### src/rtl/alu_regfile_pkg.sv
// ---------------------------------------------------------------------------
// alu_regfile_pkg
// Shared constants and types for the register-file / ALU datapath core.
//   DATA_W        : register and ALU data width
//   REG_ADDR_W    : register address width
//   SHAMT_W       : shift-distance width
//   alu_op_e      : ALU operation encoding (9-15 are unused and yield 0)
//   MODE_UNSIGNED / MODE_SIGNED : meaning of Mode[0]
// ---------------------------------------------------------------------------
package alu_regfile_pkg;

    localparam int DATA_W     = 32;
    localparam int REG_ADDR_W = 5;
    localparam int SHAMT_W    = 5;

    typedef enum logic [3:0] {
        ADD = 4'd0,
        SUB = 4'd1,
        AND = 4'd2,
        OR  = 4'd3,
        SLL = 4'd4,
        SRL = 4'd5,
        SRA = 4'd6,
        GT  = 4'd7,
        LT  = 4'd8
    } alu_op_e;

    localparam logic MODE_UNSIGNED = 1'b0;
    localparam logic MODE_SIGNED   = 1'b1;

endpackage

### src/rtl/alu_regfile_core_if.sv
// ---------------------------------------------------------------------------
// alu_regfile_core_if
// Bundles the register-file / ALU control and data signals.
//   master : the controller (CPU decode or testbench) driving addresses,
//            write data, ALU controls and observing results
//   slave  : the alu_regfile_core datapath
// Signals: readreg1, readreg2, writereg, data_in, mux_ctrl, write_enable,
//          Mode, OpCode, Shift_amt (to core); Result, Overflow, readdata1,
//          readdata2 (from core).
// ---------------------------------------------------------------------------
interface alu_regfile_core_if;
    import alu_regfile_pkg::*;

    logic [REG_ADDR_W-1:0] readreg1;
    logic [REG_ADDR_W-1:0] readreg2;
    logic [REG_ADDR_W-1:0] writereg;
    logic [DATA_W-1:0]     data_in;
    logic                  mux_ctrl;
    logic                  write_enable;
    logic [1:0]            Mode;
    logic [3:0]            OpCode;
    logic [SHAMT_W-1:0]    Shift_amt;
    logic [DATA_W-1:0]     Result;
    logic [1:0]            Overflow;
    logic [DATA_W-1:0]     readdata1;
    logic [DATA_W-1:0]     readdata2;

    modport master (
        output readreg1, readreg2, writereg, data_in, mux_ctrl,
               write_enable, Mode, OpCode, Shift_amt,
        input  Result, Overflow, readdata1, readdata2
    );

    modport slave (
        input  readreg1, readreg2, writereg, data_in, mux_ctrl,
               write_enable, Mode, OpCode, Shift_amt,
        output Result, Overflow, readdata1, readdata2
    );

endinterface

### src/rtl/alu_regfile_core_alu32.sv
// ---------------------------------------------------------------------------
// alu32
// Purely combinational 32-bit ALU used as the execute stage.
//   i_a, i_b     : operands (register read ports 1 and 2)
//   i_opcode     : operation select (alu_op_e encoding)
//   i_signed     : 1 = signed arithmetic / compares, 0 = unsigned
//   i_shamt      : shift distance for SLL/SRL/SRA
//   o_result     : operation result
//   o_overflow   : [1] signed overflow, [0] unsigned carry/borrow
//                  (ADD/SUB only, zero otherwise)
// ---------------------------------------------------------------------------
module alu32
    import alu_regfile_pkg::*;
(
    input  logic [DATA_W-1:0]  i_a,
    input  logic [DATA_W-1:0]  i_b,
    input  logic [3:0]         i_opcode,
    input  logic               i_signed,
    input  logic [SHAMT_W-1:0] i_shamt,
    output logic [DATA_W-1:0]  o_result,
    output logic [1:0]         o_overflow
);

    logic [DATA_W:0] w_sum;
    logic [DATA_W:0] w_diff;
    logic            w_addOvf;
    logic            w_subOvf;
    logic            w_gt;
    logic            w_lt;

    // One extra bit on each side gives carry-out for ADD and, for SUB,
    // a set top bit exactly when A < B unsigned (the borrow).
    assign w_sum  = {1'b0, i_a} + {1'b0, i_b};
    assign w_diff = {1'b0, i_a} - {1'b0, i_b};

    // Signed overflow: ADD needs equal operand signs, SUB needs opposite
    // signs, and in both cases the result sign differs from A.
    assign w_addOvf = (i_a[DATA_W-1] == i_b[DATA_W-1]) &&
                      (w_sum[DATA_W-1] != i_a[DATA_W-1]);
    assign w_subOvf = (i_a[DATA_W-1] != i_b[DATA_W-1]) &&
                      (w_diff[DATA_W-1] != i_a[DATA_W-1]);

    assign w_gt = (i_signed == MODE_SIGNED) ? ($signed(i_a) > $signed(i_b)) : (i_a > i_b);
    assign w_lt = (i_signed == MODE_SIGNED) ? ($signed(i_a) < $signed(i_b)) : (i_a < i_b);

    // Operation select; unused opcodes fall through to the zero defaults.
    always_comb begin
        o_result   = '0;
        o_overflow = 2'b00;
        case (i_opcode)
            ADD: begin
                o_result   = w_sum[DATA_W-1:0];
                o_overflow = (i_signed == MODE_SIGNED) ? {w_addOvf, 1'b0} : {1'b0, w_sum[DATA_W]};
            end
            SUB: begin
                o_result   = w_diff[DATA_W-1:0];
                o_overflow = (i_signed == MODE_SIGNED) ? {w_subOvf, 1'b0} : {1'b0, w_diff[DATA_W]};
            end
            AND: o_result = i_a & i_b;
            OR:  o_result = i_a | i_b;
            SLL: o_result = i_a << i_shamt;
            SRL: o_result = i_a >> i_shamt;
            // SRA always replicates the sign bit, independent of Mode.
            SRA: o_result = $unsigned($signed(i_a) >>> i_shamt);
            GT:  o_result = {{(DATA_W-1){1'b0}}, w_gt};
            LT:  o_result = {{(DATA_W-1){1'b0}}, w_lt};
            default: begin
                o_result   = '0;
                o_overflow = 2'b00;
            end
        endcase
    end

endmodule

### src/rtl/alu_regfile_core.sv
// ---------------------------------------------------------------------------
// alu_regfile_core
// Datapath core: 32 x 32-bit register file (two async read ports, one
// synchronous write port) feeding the alu32 execute stage. Write data is
// selected between external data_in and the ALU Result (write-back).
//   clk  : system clock, all state changes on the rising edge
//   rst  : synchronous active-high reset, clears every register
//   bus  : alu_regfile_core_if.slave (addresses, write data/control,
//          ALU controls in; Result, Overflow, readdata1/2 out)
// Optional build macro ALU_ZERO_REG_EN: register 0 is hardwired to zero
// (writes to address 0 dropped, reads of address 0 return 0). Without it
// register 0 is an ordinary register.
// ---------------------------------------------------------------------------
module alu_regfile_core
    import alu_regfile_pkg::*;
#(
    parameter int DATA_W   = alu_regfile_pkg::DATA_W,
    parameter int NUM_REGS = 32
)
(
    input  logic                clk,
    input  logic                rst,
    alu_regfile_core_if.slave   bus
);

    logic [DATA_W-1:0] r_regs [NUM_REGS];
    logic [DATA_W-1:0] w_result;
    logic [DATA_W-1:0] w_wrData;
    logic              w_wrEn;
    logic              w_unused_modeHi;

    // Mode[1] carries no meaning for this core.
    assign w_unused_modeHi = bus.Mode[1];

    // Write-back source uses the Result computed from the current read
    // ports; the loop is broken by the register, so it is stable.
    assign w_wrData = bus.mux_ctrl ? w_result : bus.data_in;

`ifdef ALU_ZERO_REG_EN
    assign w_wrEn          = bus.write_enable && (bus.writereg != '0);
    assign bus.readdata1   = (bus.readreg1 == '0) ? '0 : r_regs[bus.readreg1];
    assign bus.readdata2   = (bus.readreg2 == '0) ? '0 : r_regs[bus.readreg2];
`else
    assign w_wrEn          = bus.write_enable;
    assign bus.readdata1   = r_regs[bus.readreg1];
    assign bus.readdata2   = r_regs[bus.readreg2];
`endif

    // Register file storage: reset wins over a simultaneous write. No
    // read bypass, so a same-cycle read sees the old value until the edge.
    always_ff @(posedge clk) begin
        if (rst) begin
            for (int i = 0; i < NUM_REGS; i++) begin
                r_regs[i] <= '0;
            end
        end else if (w_wrEn) begin
            r_regs[bus.writereg] <= w_wrData;
        end
    end

    alu32 u_alu (
        .i_a        (bus.readdata1),
        .i_b        (bus.readdata2),
        .i_opcode   (bus.OpCode),
        .i_signed   (bus.Mode[0]),
        .i_shamt    (bus.Shift_amt),
        .o_result   (w_result),
        .o_overflow (bus.Overflow)
    );

    assign bus.Result = w_result;

endmodule

### src/flat_wrapper.sv
// flat-port wrapper written by rule: the top's interface ports become plain ports
module alu_regfile_core_flat import alu_regfile_pkg::*;
#(
    parameter int DATA_W   = alu_regfile_pkg::DATA_W,
    parameter int NUM_REGS = 32
)
  (clk, rst, bus_readreg1, bus_readreg2, bus_writereg, bus_data_in, bus_mux_ctrl, bus_write_enable, bus_Mode, bus_OpCode, bus_Shift_amt, bus_Result, bus_Overflow, bus_readdata1, bus_readdata2);
  alu_regfile_core_if bus_i ();
  input  logic clk;
  input  logic rst;
  input wire logic [$bits(bus_i.readreg1)-1:0] bus_readreg1;
  input wire logic [$bits(bus_i.readreg2)-1:0] bus_readreg2;
  input wire logic [$bits(bus_i.writereg)-1:0] bus_writereg;
  input wire logic [$bits(bus_i.data_in)-1:0] bus_data_in;
  input wire logic [$bits(bus_i.mux_ctrl)-1:0] bus_mux_ctrl;
  input wire logic [$bits(bus_i.write_enable)-1:0] bus_write_enable;
  input wire logic [$bits(bus_i.Mode)-1:0] bus_Mode;
  input wire logic [$bits(bus_i.OpCode)-1:0] bus_OpCode;
  input wire logic [$bits(bus_i.Shift_amt)-1:0] bus_Shift_amt;
  output wire logic [$bits(bus_i.Result)-1:0] bus_Result;
  output wire logic [$bits(bus_i.Overflow)-1:0] bus_Overflow;
  output wire logic [$bits(bus_i.readdata1)-1:0] bus_readdata1;
  output wire logic [$bits(bus_i.readdata2)-1:0] bus_readdata2;
  assign bus_i.readreg1 = bus_readreg1;
  assign bus_i.readreg2 = bus_readreg2;
  assign bus_i.writereg = bus_writereg;
  assign bus_i.data_in = bus_data_in;
  assign bus_i.mux_ctrl = bus_mux_ctrl;
  assign bus_i.write_enable = bus_write_enable;
  assign bus_i.Mode = bus_Mode;
  assign bus_i.OpCode = bus_OpCode;
  assign bus_i.Shift_amt = bus_Shift_amt;
  assign bus_Result = bus_i.Result;
  assign bus_Overflow = bus_i.Overflow;
  assign bus_readdata1 = bus_i.readdata1;
  assign bus_readdata2 = bus_i.readdata2;
  alu_regfile_core #(.DATA_W(DATA_W), .NUM_REGS(NUM_REGS)) u_core (.clk(clk), .rst(rst), .bus(bus_i));
endmodule
### config.mk
export PLATFORM = sky130hd
export DESIGN_NAME = alu_regfile_core_flat
export DESIGN_NICKNAME = d
export VERILOG_FILES = /design/src/rtl/alu_regfile_pkg.sv /design/src/rtl/alu_regfile_core_if.sv /design/src/rtl/alu_regfile_core_alu32.sv /design/src/rtl/alu_regfile_core.sv /design/src/flat_wrapper.sv
export SDC_FILE = /design/constraint.sdc
export NUM_CORES = 2
export LEC_CHECK = 0
export BUFFER_PORTS_ARGS = -buffer_cell sky130_fd_sc_hd__buf_4
export CAP_MARGIN = 20
export CORE_MARGIN = 1.5
export CORE_UTILIZATION = 55
export CTS_CLUSTER_SIZE = 24
export DETAILED_ROUTE_END_ITERATION = 7
export MAX_ROUTING_LAYER = met4
export PLACE_DENSITY_LB_ADDON = 0.1
export SYNTH_ARGS = -nofsm -noshare
export SYNTH_HDL_FRONTEND = slang
export SYNTH_SLANG_ARGS = --single-unit
### constraint.sdc
create_clock -name clk -period 27 [get_ports clk]
set_input_delay 5.4 -clock clk [delete_from_list [all_inputs] [get_ports clk]]
set_output_delay 5.4 -clock clk [all_outputs]
set_load 0.01 [all_outputs]
==> impl_metrics.env <==
export IMPL_ant_nets=0
export IMPL_cts_tree="yes"
export IMPL_synthCells=5344
export IMPL_dieWidth_microns=345
export IMPL_yosysTopAreaCell="edfxtp_1"
export IMPL_drt_initial_drc_count=9914
export IMPL_skew_ps=27.2
export IMPL_multi_input_area_sq_um=31000
export IMPL_ff2ff_path_depth=15
export IMPL_post_cts_setup_buffer_count=0
export IMPL_worstSetupEndpointType="output port"
export IMPL_synth_area_top_cells="edfxtp_1 48%, mux4_2 15%, mux2i_1 7.3%, nor3_1 5.7%, a22oi_1 2.7%"
export IMPL_finalHoldViolations=0
export IMPL_grt_pass1_vias=51000
export IMPL_top_register="u_core.r_regs"
export IMPL_cts_buffer_depth=3
export IMPL_postCtsResizedCells=0
export IMPL_min_to="u_core.r_regs[27][19]$_SDFFCE_PN0P_"
export IMPL_slew_headroom_pct=19.7
export IMPL_netlist_top_cells_count="1024 x edfxtp_1, 734 x nor3_1, 469 x mux2i_1, 438 x nor2_1, 415 x mux4_2"
export IMPL_grt_pass1_wl_microns=392000
export IMPL_rows=125
export IMPL_cp_max_fo=65
export IMPL_fillers=9300
export IMPL_io_pin_count=160
export IMPL_finalSetupViolCount=0
export IMPL_syn_area_sq_um=64300
export IMPL_async_flop_share_pct=0
export IMPL_via_per_inst=7.92
export IMPL_register_area_sq_um=30700
export IMPL_grt_use_total_pct=49.5
export IMPL_syn_avg_cell_area_sq_um=12.0
export IMPL_cp_start_kind="input port"
export IMPL_syn2layout_area_growth_pct=9.32
export IMPL_tns_ps=0
export IMPL_drv_slew=0
export IMPL_die_h_microns=345
export IMPL_start_util_pct=55.4
export IMPL_avgRoutedWirePerCell_microns=42.3
export IMPL_finalCriticalPeriod_ps=19480
export IMPL_port_buffers=158
export IMPL_max_freq_mhz=51.3
export IMPL_cts_htree_levels=3
export IMPL_overflow=0
export IMPL_num_vias=54000
export IMPL_hp_class="register to register"
export IMPL_nNetsFinal=5365
export IMPL_grt_max_degree=71
export IMPL_cts_sinks=1024
export IMPL_antenna_found_initial=9
export IMPL_largest_reg_flops=1024
export IMPL_largestRegisters="u_core.r_regs (1024)"
export IMPL_path_class="input port to output port"
export IMPL_outcome="finished with violations"
export IMPL_cp_arrival_ps=14080
export IMPL_ys_types=103
export IMPL_clock_latency_ps=700
export IMPL_synth_seq_cells=1024
export IMPL_cts_root_buffer="clkbuf_16"
export IMPL_drc=1
export IMPL_routabilityCongestion=1.08
export IMPL_synthesis_nets=5510
export IMPL_timing_rr_start="u_core.r_regs[31][15]$_SDFFCE_PN0P_"
export IMPL_die_area_sq_um=119000
export IMPL_wl_microns=288000
export IMPL_rsz0062_at_grt="false"
export IMPL_r2r_setup_slack_ps=19390
export IMPL_worstMarginPinSlew_ps=1180
export IMPL_yosysSeqAreaShare_pct=47.8
export IMPL_hold_buffers=0
export IMPL_cp_required_ps=21600
export IMPL_holdPathStages=8
export IMPL_synth_warnings=0
export IMPL_min_from="u_core.r_regs[12][19]$_SDFFCE_PN0P_"
export IMPL_period_share_pct=72.2
export IMPL_clkTransAtPathRegs_ps=60
export IMPL_max_cap_violations=0
export IMPL_yosysTopAreaCellShare_pct=47.8
export IMPL_synth_edf_count=1024
export IMPL_p_leak_nw=25.3
export IMPL_post_synth_top_count_cell="edfxtp_1"
export IMPL_worst_slack_ps=7520
export IMPL_hpwl_microns=162000
export IMPL_dr_pass1_iters=8
export IMPL_whs_ps=2090
export IMPL_violations="design-rule violations"
export IMPL_drive_above_1_share_pct=21.6
export IMPL_powerDensity_nw_per_um2=64.1
export IMPL_ir_drop_v=0.0000598
export IMPL_r2r_end="u_core.r_regs[24][22]$_SDFFCE_PN0P_"
export IMPL_numCtsBuffers=105
export IMPL_synth_ff_type="edfxtp_1"
export IMPL_core_area_sq_um=116000
export IMPL_place_ws_ps=7540
## layout make-up
| class | count | area share, % |
|---|---|---|
| timing repair buffer | 346 | 3.91 |
| inverter | 105 | 0.561 |
| sequential | 1024 | 43.8 |
| multi-input combinational | 3617 | 44.2 |
| antenna | 14 | 0.0499 |
| tap | 1524 | 2.71 |
| clock inverter | 64 | 0.965 |
| clock buffer | 126 | 3.88 |
## worst max-delay path by stage
stage                    startpoint        endpoint  cells past startpoint
detailed placement  bus_readreg2[0]  bus_Result[22]                     17
global route        bus_readreg2[0]  bus_Result[22]                     18
floorplan           bus_readreg2[0]   bus_Result[7]                     16
global placement    bus_readreg2[0]  bus_Result[22]                     17
finish              bus_readreg2[0]  bus_Result[22]                     18
CTS                 bus_readreg2[0]  bus_Result[22]                     17
## critical path, cell delays in order
cell	delay [ps]
buf_8	530
buf_4	770
buf_4	460
buf_16	320
mux4_2	550
mux4_2	460
mux2i_1	800
ha_1	500
nor2_1	200
nand2_1	560
a21oi_1	980
o31ai_1	340
and2_1	310
a221oi_1	250
a21oi_1	110
nor4_1	800
nand3_1	390
buf_4	270
## routing by layer
| metal | vias to the layer above | track usage (%) | routed length (microns) |
|---|---|---|---|
| li1 | 20800 | - | - |
| met1 | 26500 | 61.5 | 96700 |
| met2 | 5462 | 66.8 | 120000 |
| met3 | 1218 | 21.1 | 51000 |
| met4 | 0 | 29.5 | 20700 |
| met5 | - | - | 0 |
## cells in the final DEF (no fill, tap or decap), types with 106 or more instances in the layout
| master | netlist | routed |
|---|---|---|
| a22oi_1 | 228 | 228 |
| edfxtp_1 | 1024 | 1024 |
| nand2_1 | 208 | 175 |
| mux4_2 | 415 | 415 |
| buf_4 | 27 | 329 |
| a21oi_1 | 201 | 200 |
| nor3_1 | 734 | 731 |
| mux2i_1 | 469 | 468 |
| clkbuf_16 | 0 | 106 |
| nor2_1 | 438 | 413 |
## power by group
group | switching, mW | internal [mW] | leakage (nW)
registers | 0.0326 | 1.81 | 10.6
clock network | 0.643 | 0.850 | 1.65
logic | 0.806 | 0.364 | 13.1
total | 1.48 | 3.02 | 25.3
## logic make-up (layout without fill, tap and decap cells)
group / after synthesis / in the layout / synth area share (%)
buf+inv: 703 / 641 / 4.87
xor+xnor: 17 / 17 / 0.232
fa+ha+maj: 104 / 104 / 2.05
other cells: 0 / 14 / 0
flops: 1024 / 1024 / 47.8
mux: 909 / 909 / 22.4
compound gates: 913 / 913 / 9.91
simple gates: 1674 / 1674 / 12.7
## per-stage QoR
step | instance area [sq um] | std cells | total power, mW | util, %
2_1_floorplan | 64300 | 5344 | 2.52 | -
5_1_grt | 70300 | 6818 | 4.58 | 60.5
6_report | 70300 | 6820 | 4.50 | 60.5
3_3_place_gp | 66500 | 6594 | 2.96 | 57.3
3_5_place_dp | 66700 | 6600 | 2.97 | 57.4
4_1_cts | 70100 | 6790 | 4.42 | 60.4
No activity file was read; power rests on OpenSTA's default activity.
